[src/rtl/slc3_pkg.sv]
// Shared types and constants for the SLC-3 run controller.
package slc3_pkg;

    typedef enum logic [2:0] {
        ST_IDLE    = 3'd0,
        ST_START   = 3'd1,
        ST_RUNNING = 3'd2,
        ST_PAUSED  = 3'd3,
        ST_RESUME  = 3'd4,
        ST_HALTED  = 3'd5
    } run_state_t;

    localparam int DEBOUNCE_CYCLES_DEF = 16;

endpackage

[src/rtl/btn_debounce.sv]
// Push-button conditioner: 2-flop synchronizer, debouncer, one-cycle press pulse
// on a debounced 1->0 transition of an active-low button.
module btn_debounce #(
    parameter int DEBOUNCE_CYCLES = 16
) (
    input  logic clk,
    input  logic rst_n,
    input  logic btn,
    output logic level,
    output logic press
);

    localparam int CW = $clog2(DEBOUNCE_CYCLES + 2);
    localparam logic [CW-1:0] DEB_LAST = CW'(DEBOUNCE_CYCLES - 1);
    localparam logic [CW-1:0] ARM_LAST = CW'(DEBOUNCE_CYCLES + 1);

    logic          sync1;
    logic          sync2;
    logic [CW-1:0] cnt;
    logic          armed;

    // NOTE: until the button has been seen released long enough to outlast the
    // synchronizer's reset value, a held button cannot produce a press event.
    always_ff @(posedge clk or negedge rst_n) begin
        if (!rst_n) begin
            sync1 <= 1'b1;
            sync2 <= 1'b1;
            level <= 1'b1;
            cnt   <= '0;
            armed <= 1'b0;
            press <= 1'b0;
        end else begin
            sync1 <= btn;
            sync2 <= sync1;
            press <= 1'b0;
            if (!armed) begin
                if (!sync2) begin
                    cnt <= '0;
                end else if (cnt == ARM_LAST) begin
                    armed <= 1'b1;
                    cnt   <= '0;
                end else begin
                    cnt <= cnt + 1'b1;
                end
            end else if (sync2 != level) begin
                if (cnt == DEB_LAST) begin
                    level <= sync2;
                    press <= ~sync2;
                    cnt   <= '0;
                end else begin
                    cnt <= cnt + 1'b1;
                end
            end else begin
                cnt <= '0;
            end
        end
    end

endmodule

[src/rtl/slc3_run_ctrl.sv]
// Run/pause/halt controller for the SLC-3 CPU with debounced Run/Continue buttons.
// Optional single-step pausing is enabled by defining SLC3_STEP_MODE_EN.
module slc3_run_ctrl
    import slc3_pkg::*;
#(
    parameter int DEBOUNCE_CYCLES = DEBOUNCE_CYCLES_DEF,
    parameter int CNT_W           = 16
) (
    input  logic             Clk,
    input  logic             Reset,
    input  logic             Run,
    input  logic             Continue,
    input  logic             pause_req,
    input  logic             halt_req,
    input  logic             ifetch_done,
    input  logic             step_mode,
    output logic             cpu_en,
    output logic             cpu_start,
    output logic             cpu_resume,
    output logic [2:0]       run_state,
    output logic [CNT_W-1:0] instr_count
);

    run_state_t state;
    logic       run_press;
    logic       cont_press;
    logic       unused_run_level;
    logic       unused_cont_level;
    logic       step_pause;

    btn_debounce #(.DEBOUNCE_CYCLES(DEBOUNCE_CYCLES)) u_run_btn (
        .clk   (Clk),
        .rst_n (Reset),
        .btn   (Run),
        .level (unused_run_level),
        .press (run_press)
    );

    btn_debounce #(.DEBOUNCE_CYCLES(DEBOUNCE_CYCLES)) u_cont_btn (
        .clk   (Clk),
        .rst_n (Reset),
        .btn   (Continue),
        .level (unused_cont_level),
        .press (cont_press)
    );

`ifdef SLC3_STEP_MODE_EN
    assign step_pause = step_mode & ifetch_done;
`else
    logic unused_step_mode;
    assign unused_step_mode = step_mode;
    assign step_pause       = 1'b0;
`endif

    assign run_state = state;

    // NOTE: sequential state uses non-blocking assignments only, so every
    // branch reads the pre-edge values of state, cpu_en and instr_count.
    always_ff @(posedge Clk or negedge Reset) begin
        if (!Reset) begin
            state       <= ST_IDLE;
            cpu_en      <= 1'b0;
            cpu_start   <= 1'b0;
            cpu_resume  <= 1'b0;
            instr_count <= '0;
        end else begin
            cpu_start  <= 1'b0;
            cpu_resume <= 1'b0;
            if (cpu_en && ifetch_done) begin
                instr_count <= instr_count + 1'b1;
            end
            unique case (state)
                ST_IDLE, ST_HALTED: begin
                    if (run_press) begin
                        state       <= ST_START;
                        cpu_start   <= 1'b1;
                        instr_count <= '0;
                    end
                end
                ST_START: begin
                    state  <= ST_RUNNING;
                    cpu_en <= 1'b1;
                end
                ST_RUNNING: begin
                    if (halt_req) begin
                        state  <= ST_HALTED;
                        cpu_en <= 1'b0;
                    end else if (pause_req || step_pause) begin
                        state  <= ST_PAUSED;
                        cpu_en <= 1'b0;
                    end
                end
                ST_PAUSED: begin
                    if (cont_press) begin
                        state      <= ST_RESUME;
                        cpu_resume <= 1'b1;
                        cpu_en     <= 1'b1;
                    end else if (run_press) begin
                        state       <= ST_START;
                        cpu_start   <= 1'b1;
                        instr_count <= '0;
                    end
                end
                ST_RESUME: begin
                    state <= ST_RUNNING;
                end
                default: begin
                    state  <= ST_IDLE;
                    cpu_en <= 1'b0;
                end
            endcase
        end
    end

endmodule

[config.mk]
export PLATFORM = sky130hd
export DESIGN_NAME = slc3_run_ctrl
export DESIGN_NICKNAME = d
export VERILOG_FILES = /design/src/rtl/slc3_pkg.sv /design/src/rtl/btn_debounce.sv /design/src/rtl/slc3_run_ctrl.sv
export SDC_FILE = /design/constraint.sdc
export NUM_CORES = 1
export LEC_CHECK = 0
export ABC_AREA = 1
export CAP_MARGIN = 5
export CORE_ASPECT_RATIO = 0.6
export CORE_MARGIN = 2
export CORE_UTILIZATION = 45
export DETAILED_ROUTE_END_ITERATION = 7
export PLACE_DENSITY = 0.72
export SYNTH_ARGS = -nofsm -noshare
export SYNTH_HDL_FRONTEND = slang
export SYNTH_SLANG_ARGS = --single-unit
export TNS_END_PERCENT = 20
[constraint.sdc]
create_clock -name Clk -period 3.6 [get_ports Clk]
set_input_delay 0.36 -clock Clk [delete_from_list [all_inputs] [get_ports Clk]]
set_output_delay 0.36 -clock Clk [all_outputs]
set_load 0.02 [all_outputs]
==> flow_metrics.env <==
export IMPL_run_status="finished clean"
export IMPL_dp_final_hpwl_um=3000
export IMPL_hp_class="input port to async pin"
export IMPL_postCtsHoldBufs=0
export IMPL_critPathSlowestCell="sky130_fd_sc_hd__clkdlybuf4s50_1"
export IMPL_gp_congestion=0.796
export IMPL_r2r_start="u_run_btn.cnt[0]$_DFF_PN0_"
export IMPL_worst_slew_pin_slew_ps=924
export IMPL_worstSetupStartpoint="cpu_en$_DFFE_PN0P_"
export IMPL_globalRouteOverflowTotal=0
export IMPL_fin_skew_ps=11.6
export IMPL_combinationalPowerShare=0.083
export IMPL_timing_final_hold_violations=0
export IMPL_synth_area_leader_cell="sky130_fd_sc_hd__dfrtp_1"
export IMPL_clkTransAtPathRegs_ps=80
export IMPL_vdd_ir_drop_max_mv=0.163
export IMPL_maxClockFrequency_ghz=0.555
export IMPL_wirelength_met1_um=2280
export IMPL_place_ws_ps=1880
export IMPL_clk_latency_ps=290
export IMPL_io_pin_count=30
export IMPL_count_of_mapped_cells_out_of_synthesis=249
export IMPL_power_clock_fraction=0.385
export IMPL_synth_cell_area_sq_um=2140
export IMPL_detail_route_drc_violations=0
export IMPL_setup_viols_final=0
export IMPL_wl_per_cell_um=11.7
export IMPL_synth_top_flop_cell="sky130_fd_sc_hd__dfrtp_1"
export IMPL_worst_setup_path_end_kind="output port"
export IMPL_ctsHtreeMaxLevel=2
export IMPL_totalNegativeSetupSlack_ps=0
export IMPL_number_of_flops_mapped_to_enable_cells_by_yosys=0
export IMPL_synthDominantCellAreaShare=0.421
export IMPL_core_region_area_sq_um=4560
export IMPL_grt_start_max_net_pins=43
export IMPL_timing_critical_path_fanout_max=6
export IMPL_detailed_place_area_sq_um=2500
export IMPL_topRoutingLayerUsed="met4"
export IMPL_finish_net_count=301
export IMPL_path_buf_inv=1
export IMPL_drt_first_pass_iters=4
export IMPL_ys_ff_latch=42
export IMPL_final_min_period_over_clock_period=0.500
export IMPL_final_setup_worst_slack_ps=1800
export IMPL_crit_path_start_kind="flip-flop"
export IMPL_layout_cell_area_non_filler_sq_um=2600
export IMPL_antenna_violations_before_repair=0
export IMPL_post_drt_antenna_nets=0
export IMPL_cpLargestDelayFamily="buffers and inverters"
export IMPL_die_y_um=57.4
export IMPL_grt_first_pass_wirelength_um=7420
export IMPL_yosys_top_cells_count="sky130_fd_sc_hd__nand2_1, sky130_fd_sc_hd__inv_1, sky130_fd_sc_hd__nor2_1, sky130_fd_sc_hd__dfrtp_1, sky130_fd_sc_hd__nand3_1"
export IMPL_timing_final_max_slew_violations=0
export IMPL_power_net_switching_mw=0.213
export IMPL_route_final_wire_length_um=4080
export IMPL_route_met2_wl_um=1610
export IMPL_cap_violations=0
export IMPL_drtIter0Drc=63
export IMPL_floorplan_rows=19
export IMPL_finalPower_mw=0.938
export IMPL_antenna_cells=0
export IMPL_dieWidth_um=93.1
export IMPL_cts_max_path_buffers=2
export IMPL_dr_wl_met3_um=171
export IMPL_area_growth_syn_to_layout_pct=21.5
export IMPL_post_route_util=0.570
export IMPL_cp_cell_sequence="clkdlybuf4s50_1"
export IMPL_cts_root_buf="sky130_fd_sc_hd__clkbuf_8"
export IMPL_cp_slowest_stage_delay_ps=650
export IMPL_routed_via_count=1638
export IMPL_synthDistinctLibCells=26
export IMPL_cts_post_setup_buffers_inserted=0
export IMPL_syn_nets=266
export IMPL_initial_core_util=0.469
export IMPL_vias_in_the_first_global_route=1592
export IMPL_grt_use_total=0.178
export IMPL_clock_sinks=42
export IMPL_tritoncts_clock_tree="built"
export IMPL_worst_slew_margin_rel=0.384
export IMPL_design_die_area_sq_um=5350
export IMPL_internal_power_mw=0.726
export IMPL_power_per_cell_area_nw_per_um2=361
export IMPL_power_sequential_fraction=0.532
export IMPL_cts_repair_resize_count=0
export IMPL_synth_avg_cell_area_sq_um=8.60
export IMPL_switching_share=0.227
export IMPL_synth_area_leaders="sky130_fd_sc_hd__dfrtp_1, sky130_fd_sc_hd__nand2_1, sky130_fd_sc_hd__dfstp_2, sky130_fd_sc_hd__inv_1, sky130_fd_sc_hd__nor2_1"
export IMPL_finalWorstPathRequiredPeriod_ps=1800
export IMPL_synth_yosys_seq_area_share=0.494
export IMPL_cp_data_arrival_time_ps=1440
export IMPL_final_layout_size_suffix_gt1_frac=0.126
export IMPL_cp_required_ps=3240
export IMPL_synthMostInstantiatedCell="sky130_fd_sc_hd__nand2_1"
export IMPL_route_detailed_vias_per_inst=4.71
export IMPL_yosys_warnings=0
export IMPL_power_static_leakage_nw=1.26
export IMPL_grt_setup_unrepaired="no"
export IMPL_port_buffers=28
export IMPL_postSynth_asyncResetShare=1.00
export IMPL_worstSetupPathType="flip-flop to output port"
export IMPL_cts_buffers=5
[power by group through the flow]
stage | combinational (mW) | clock [mW] | sequential, mW
3_5_place_dp | 0.0787 | 0 | 0.508
2_1_floorplan | 0.0402 | 0 | 0.511
5_1_grt | 0.0891 | 0.399 | 0.502
3_3_place_gp | 0.0785 | 0 | 0.507
4_1_cts | 0.0799 | 0.372 | 0.499
6_report | 0.0776 | 0.362 | 0.499
[path summary, 6_finish.rpt]
path	endpoint	cells after the start	slack [ps]
min in group Clk	u_cont_btn.sync2$_DFF_PN1_	0	360
worst min-delay path	u_run_btn.cnt[4]$_DFF_PN0_	1	210
worst min register to register	u_cont_btn.sync2$_DFF_PN1_	0	360
worst max register to register	u_run_btn.cnt[1]$_DFF_PN0_	7	2020
worst max-delay path	cpu_en	1	1800
max in group asynchronous	instr_count[8]$_DFF_PN0_	1	2820
[cell families after synthesis]
| group | count (synthesis) | share of synthesized area |
|---|---|---|
| and+or+nand+nor | 125 | 0.286 |
| xor gates and xnor gates | 9 | 0.0368 |
| buffers and inverters | 44 | 0.0771 |
| DFF | 42 | 0.494 |
| AOI/OAI and AO/OA | 20 | 0.0537 |
| adders and majority gates | 9 | 0.0526 |
[cell usage in the layout, fill, tap and decap left out, drive strengths merged, types with 7 or more instances in the layout]
cell type      netlist  final
o21ai               10     10
clkbuf               0      7
nand3               17     17
dfrtp               36     36
ha                   9      9
clkdlybuf4s50        0     27
inv                 44     44
nand2               53     53
nor2                45     45
nand4                7      7
[through the flow]
step / std cells / hold WS, ps
2_1_floorplan: 249 / 64.4
3_3_place_gp: 340 / 346
3_5_place_dp: 340 / 347
4_1_cts: 348 / 237
5_1_grt: 348 / 270
6_report: 348 / 209
[flip-flops by register name (all words and copies together), names as in the netlist, 3 cells and up]
name            cells
u_cont_btn.cnt      5
instr_count        16
run_state           3
u_run_btn.cnt       5
[layer usage]
layer	GRT usage	vias up
li1	-	849
met1	0.268	755
met2	0.255	32
met3	0.0436	2
met4	0.0546	0
met5	0	-
[layout make-up]
class                   count  area [sq um]
fillers                   420          1960
flip-flops and latches     42          1060
multi-input cells         163           918
repair buffers             28           275
inverters                  44           165
well taps                  63          78.8
clock buffers               7          76.3
clock inverters             1          30.0
(Power assumes the default switching activity.)
